**src/rtl/hazard_pkg.sv**
```systemverilog
// Shared types and constants for the pipeline hazard/forwarding unit.
package hazard_pkg;

   localparam int CNT_W   = 32;
   localparam int FWD_RF  = 0;
   // Widest register address a slot can hold; narrower designs zero-extend.
   localparam int SLOT_AW = 8;

   typedef struct packed {
      logic               valid;
      logic [SLOT_AW-1:0] rd;
      logic               reg_wr;
      logic               is_load;
   } slot_t;

   function automatic bit params_ok(input int num_stages, input int load_latency,
                                    input int reg_aw);
      return (num_stages >= 2) && (num_stages <= 7) &&
             (load_latency >= 1) && (load_latency <= num_stages - 1) &&
             (reg_aw >= 1) && (reg_aw <= SLOT_AW);
   endfunction

endpackage

```
**src/rtl/pipeline_hazard_unit_fwd_select.sv**
```systemverilog
// Priority matcher: finds the youngest in-flight slot writing a given source register.
module fwd_select
   import hazard_pkg::*;
#(
   parameter int NUM_STAGES = 3,
   parameter int REG_AW     = 5,
   parameter int FWD_W      = 2
) (
   input  slot_t             slots_i [1:NUM_STAGES],
   input  logic [REG_AW-1:0] src_i,
   input  logic              src_used_i,
   output logic              hit_o,
   output logic [FWD_W-1:0]  idx_o,
   output logic              is_load_hit_o
);

   logic [SLOT_AW-1:0] src_ext;

   assign src_ext = SLOT_AW'(src_i);

   // Scan oldest to youngest so the lowest-numbered match is the one left standing.
   always_comb begin
      hit_o         = 1'b0;
      idx_o         = FWD_W'(FWD_RF);
      is_load_hit_o = 1'b0;
      for (int k = NUM_STAGES; k >= 1; k--) begin
         if (slots_i[k].valid && slots_i[k].reg_wr && src_used_i &&
             (slots_i[k].rd == src_ext) && (slots_i[k].rd != '0)) begin
            hit_o         = 1'b1;
            idx_o         = FWD_W'(k);
            is_load_hit_o = slots_i[k].is_load;
         end
      end
   end

endmodule

```
**src/rtl/pipeline_hazard_unit.sv**
```systemverilog
// Hazard and forwarding unit: tracks in-flight destinations, drives forwarding
// selects, load-use stalls, branch flush/bubble and saturating event counters.
module pipeline_hazard_unit
   import hazard_pkg::*;
#(
   parameter int NUM_STAGES   = 3,
   parameter int LOAD_LATENCY = 1,
   parameter int REG_AW       = 5,
   parameter int FWD_W        = $clog2(NUM_STAGES + 1)
) (
   input  logic              clk,
   input  logic              rst,
   input  logic              id_valid,
   input  logic [REG_AW-1:0] id_rs1,
   input  logic [REG_AW-1:0] id_rs2,
   input  logic              id_rs1_used,
   input  logic              id_rs2_used,
   input  logic [REG_AW-1:0] id_rd,
   input  logic              id_reg_wr,
   input  logic              id_is_load,
   input  logic              ex_br_taken,
   output logic [FWD_W-1:0]  fwd_a,
   output logic [FWD_W-1:0]  fwd_b,
   output logic              stall,
   output logic              bubble,
   output logic              flush,
   output logic [CNT_W-1:0]  stall_count,
   output logic [CNT_W-1:0]  flush_count
);

   if (!params_ok(NUM_STAGES, LOAD_LATENCY, REG_AW)) begin : g_bad_params
      $error("pipeline_hazard_unit: illegal NUM_STAGES/LOAD_LATENCY/REG_AW combination");
   end

   function automatic logic [CNT_W-1:0] sat_inc(input logic [CNT_W-1:0] c);
      sat_inc = (&c) ? c : c + 1'b1;
   endfunction

   slot_t            slot_q [1:NUM_STAGES];
   slot_t            slot_d [1:NUM_STAGES];
   logic [CNT_W-1:0] stall_cnt_q, flush_cnt_q;

   logic             hit_a, hit_b, ld_a, ld_b;
   logic [FWD_W-1:0] idx_a, idx_b;
   logic             lu_a, lu_b;

   fwd_select #(.NUM_STAGES(NUM_STAGES), .REG_AW(REG_AW), .FWD_W(FWD_W)) u_fwd_a (
      .slots_i       (slot_q),
      .src_i         (id_rs1),
      .src_used_i    (id_rs1_used),
      .hit_o         (hit_a),
      .idx_o         (idx_a),
      .is_load_hit_o (ld_a)
   );

   fwd_select #(.NUM_STAGES(NUM_STAGES), .REG_AW(REG_AW), .FWD_W(FWD_W)) u_fwd_b (
      .slots_i       (slot_q),
      .src_i         (id_rs2),
      .src_used_i    (id_rs2_used),
      .hit_o         (hit_b),
      .idx_o         (idx_b),
      .is_load_hit_o (ld_b)
   );

   // A load is not forwardable until it has moved past slot LOAD_LATENCY.
   assign lu_a = id_valid && hit_a && ld_a && (idx_a <= FWD_W'(LOAD_LATENCY));
   assign lu_b = id_valid && hit_b && ld_b && (idx_b <= FWD_W'(LOAD_LATENCY));

   // The decode instruction is wrong-path on a taken branch, so flush overrides stall.
   always_comb begin
      flush  = ex_br_taken;
      stall  = (lu_a || lu_b) && !ex_br_taken;
      bubble = stall || flush;
      fwd_a  = FWD_W'(FWD_RF);
      fwd_b  = FWD_W'(FWD_RF);
      if (id_valid && !stall) begin
         fwd_a = idx_a;
         fwd_b = idx_b;
      end
   end

   always_comb begin
      slot_d[1] = '0;
      if (id_valid && !stall && !flush) begin
         slot_d[1].valid   = 1'b1;
         slot_d[1].rd      = SLOT_AW'(id_rd);
         slot_d[1].reg_wr  = id_reg_wr;
         slot_d[1].is_load = id_is_load;
      end
      for (int k = 2; k <= NUM_STAGES; k++) begin
         slot_d[k] = slot_q[k-1];
      end
   end

   always_ff @(posedge clk) begin
      if (rst) begin
         for (int k = 1; k <= NUM_STAGES; k++) begin
            slot_q[k].valid <= 1'b0;
         end
      end else begin
         slot_q <= slot_d;
      end
   end

   always_ff @(posedge clk) begin
      if (rst) begin
         stall_cnt_q <= '0;
         flush_cnt_q <= '0;
      end else begin
         if (stall) stall_cnt_q <= sat_inc(stall_cnt_q);
         if (flush) flush_cnt_q <= sat_inc(flush_cnt_q);
      end
   end

   assign stall_count = stall_cnt_q;
   assign flush_count = flush_cnt_q;

endmodule

```
**config.mk**
```make
export PLATFORM = sky130hd
export DESIGN_NAME = pipeline_hazard_unit
export DESIGN_NICKNAME = d
export VERILOG_FILES = /design/src/rtl/hazard_pkg.sv /design/src/rtl/pipeline_hazard_unit_fwd_select.sv /design/src/rtl/pipeline_hazard_unit.sv
export SDC_FILE = /design/constraint.sdc
export NUM_CORES = 1
export LEC_CHECK = 0
export ABC_AREA = 1
export CELL_PAD_IN_SITES_DETAIL_PLACEMENT = 2
export CELL_PAD_IN_SITES_GLOBAL_PLACEMENT = 2
export CORE_MARGIN = 1
export CORE_UTILIZATION = 30
export CTS_CLUSTER_DIAMETER = 60
export DETAILED_ROUTE_END_ITERATION = 12
export DONT_BUFFER_PORTS = 1
export PLACE_DENSITY_LB_ADDON = 0.1
export SYNTH_ARGS = -nofsm -noshare
export SYNTH_HDL_FRONTEND = slang
export SYNTH_HIERARCHICAL = 1
export SYNTH_SLANG_ARGS = --single-unit
export TNS_END_PERCENT = 10
```
**constraint.sdc**
```tcl
create_clock -name clk -period 6.1 [get_ports clk]
set_clock_uncertainty 0.2 [all_clocks]
set_input_delay 0.305 -clock clk [delete_from_list [all_inputs] [get_ports clk]]
set_output_delay 0.305 -clock clk [all_outputs]
set_load 0.05 [all_outputs]
```
==> flow_metrics.py <==
metrics = {
    "final_layout": {
        "layout_common_cells": "299 x nand2_1, 248 x nor2_1, 103 x inv_1",
        "fill_cells": 2390,
        "drive_gt1_share_pct": 5.44,
        "fin_area_um2": 6380,
        "fin_util_pct": 34.0,
        "syn_to_final_growth_pct": 10.9,
        "fin_cells": 1227,
        "layout_commonest_cell": "nand2_1",
        "multiInputGateArea_um2": 3300,
        "nets": 1013,
        "final-seq-area_um2": 1970,
        "n_antenna_cell": 0,
    },
    "global_routing": {
        "grt-ovfl-total": 0,
        "grt_max_degree": 62,
        "grtUsageTotal_pct": 21.8,
        "grt_pass1_vias": 6233,
        "grt_pass1_wl_um": 33500,
        "antenna_found_initial": 0,
    },
    "yosys": {
        "synth_top_flop_cell": "dfxtp_1",
        "ys_seq_area_share_pct": 34.3,
        "synth_cell_types": 34,
        "synth_seq_cells": 88,
        "syn_area_um2": 5750,
        "ys.warnings.count": 6,
        "synth_edf_count": 21,
        "async_flop_share_pct": 0,
        "avgSynthCellArea_um2": 5.96,
        "postSynthCellCount": 965,
    },
    "placement": {
        "port_buffers": 0,
        "dp_hpwl_um": 15900,
        "place.gp.congestion": 0.801,
        "place_area_um2": 6020,
        "placedCellCount": 1204,
        "dpl_worst_slack_ns": 2.59,
    },
    "critical_path": {
        "slowest_stage": "nor2_1",
        "cp.depth": 13,
        "r2r-end": "stall_count[1]$_SDFFE_PP0P_",
        "cp-endpoint": "fwd_a[0]",
        "crit_type": "reg -> out",
        "crit_buf_inv": 2,
        "crit_path_max_incr_delay_ns": 0.80,
        "crit_chain": "nand2_1 > nand2_1 > nor2_1 > nand4_1 > o21a_1 > nor2b_1 > inv_1 > nand3_1 > nand2_1 > nand3_1 > buf_4 > nand2_1 > nor2_1",
        "crit_top_cell": "nand2_1",
        "worstRegToRegCells": 16,
        "r2r_start": "slot_d[6]$_DFFE_PN_",
        "crit_arrival_ns": 3.36,
        "worstPathMaxFanout": 29,
        "start_kind": "register",
        "worstSetupStartpoint": "slot_d[6]$_DFFE_PN_",
        "worstSetupEndpointType": "primary output",
        "r2r_slack_ns": 2.88,
        "cp.required_ns": 5.59,
        "path_delay_family": "simple AND/OR/NAND/NOR gates",
    },
    "detailed_routing": {
        "wl_per_cell_um": 17.0,
        "viasPerCell": 4.91,
        "drt_iter0_drc": 206,
        "wl_um": 20800,
        "detail-route-antenna-nets": 0,
        "num_vias": 6029,
        "drc_errors": 0,
        "firstDrtPassIters": 4,
    },
    "floorplan": {
        "io-pin-count": 94,
        "core_area_um2": 18800,
        "die_h_um": 140,
        "dieArea_um2": 19700,
        "dieWidth_um": 140,
        "initial_utilization_pct": 30.6,
        "row_count": 50,
    },
    "clock_network": {
        "cts.sinks": 88,
        "cts_tree": "built",
        "post_cts_resized": 0,
        "cts-hold-fix-buffers": 7,
        "clkLatencyLatePin_ns": 0.35,
        "cts_max_level": 3,
        "cts.root.buffer_cell": "clkbuf_16",
        "path_clk_slew_ns": 0.07,
        "cts_buffers": 9,
        "cts_setup_buffers": 0,
        "clockBufferDepth": 2,
    },
    "sta": {
        "fin_setup_tns_ns": 0,
        "fin_crit_sh_pct": 63.3,
        "final_max_slew_viol_count": 0,
        "worst_slack_ns": 2.24,
        "max_slew_margin_pct": 31.8,
        "post-route-min-period_ns": 3.86,
        "setup_viol": 0,
        "tightest_slew_ns": 1.02,
        "timing.fmax_mhz": 259,
        "rsz0062_at_grt": "no",
        "finalHoldViolCount": 0,
    },
    "status": {
        "status": "finished clean",
    },
    "min_path": {
        "holdPathStages": 2,
        "holdCritPathClass": "in -> reg",
    },
    "pwr": {
        "ir_drop_mv": 0.127,
        "leakage_uw": 0.00253,
        "power_density_nw_per_um2": 202,
    },
    "flow_run": {
        "maxCapViolCount": 0,
    },
}
## power breakdown
part	internal, µW	total [µW]	leakage [µW]	switching, µW
Sequential	609	627	0.000744	18.5
Clock	315	575	0.000146	260
Combinational	26.5	85.7	0.00164	59.2
Total	950	1290	0.00253	338
## registers in the layout, summed over array words and instances, names as in the netlist
name	count
stall_count	32
slot_d	16
slot_q	8
flush_count	32
## kinds of logic after synthesis
logic type | Yosys count | synth area share (%)
xor gates and xnor gates | 4 | 0.609
adders and majority gates | 2 | 0.435
DFF | 88 | 34.3
and+or+nand+nor | 664 | 48.1
other | 1 | 0.0652
AOI/OAI and AO/OA | 70 | 6.62
buffers and inverters | 136 | 9.86
## cell usage after synthesis (4+ instances only)
library cell	n	area share, %
nand2_1	299	20
nor2_1	248	16
inv_1	103	6.7
dfxtp_1	67	23
nand3_1	62	5.4
a21oi_1	46	4.0
edfxtp_1	21	11
nand4_1	16	1.7
inv_2	12	0.78
buf_2	9	0.78
o21ai_0	8	0.70
nand3_2	7	1.2
nor2_2	7	0.76
a31oi_1	6	0.65
buf_6	5	0.98
clkbuf_1	5	0.33
nor2b_1	5	0.54
and2_1	4	0.44
nand2_2	4	0.44
nand3b_1	4	0.52
o22ai_1	4	0.44
## cell type report
| class | count | area share, % |
|---|---|---|
| well taps | 234 | 4.59 |
| clock buffers | 13 | 4.26 |
| clock inverters | 3 | 0.314 |
| inverters | 115 | 6.77 |
| flip-flops and latches | 88 | 30.9 |
| multi-input cells | 764 | 51.7 |
| repair buffers | 10 | 1.45 |
## worst min path at each step
stage / from / to / slack [ns]
after global routing: id_rd[0] / slot_d[13]$_SDFFCE_PN0N_ / 0.009
after floorplan: slot_d[21]$_SDFF_PP0_ / slot_d[10]$_SDFF_PP0_ / 0.22
final: id_rd[0] / slot_d[13]$_SDFFCE_PN0N_ / 0.006
after global placement: rst / stall_count[3]$_SDFFE_PP0P_ / 0.18
after CTS: id_rd[2] / slot_d[15]$_SDFFCE_PN0N_ / 0.003
after detailed placement: rst / stall_count[3]$_SDFFE_PP0P_ / 0.18
## stage by stage
stage               hold slack, ns  power, µW
floorplan                    0.216        698
global placement             0.178        718
detailed placement           0.180        721
CTS                        0.00334       1310
global route               0.00861       1340
finish                     0.00621       1290
## metal layers
layer | vias up | global-route usage [%] | part of all wire (%)
met2 | 77 | 36.7 | 47
li1 | 3029 | - | -
met3 | 14 | 3.38 | 3.8
met4 | 0 | 6.36 | 1.3
met5 | - | 0 | 0
met1 | 2909 | 28.8 | 48
No activity file was read; power rests on OpenSTA's default activity.
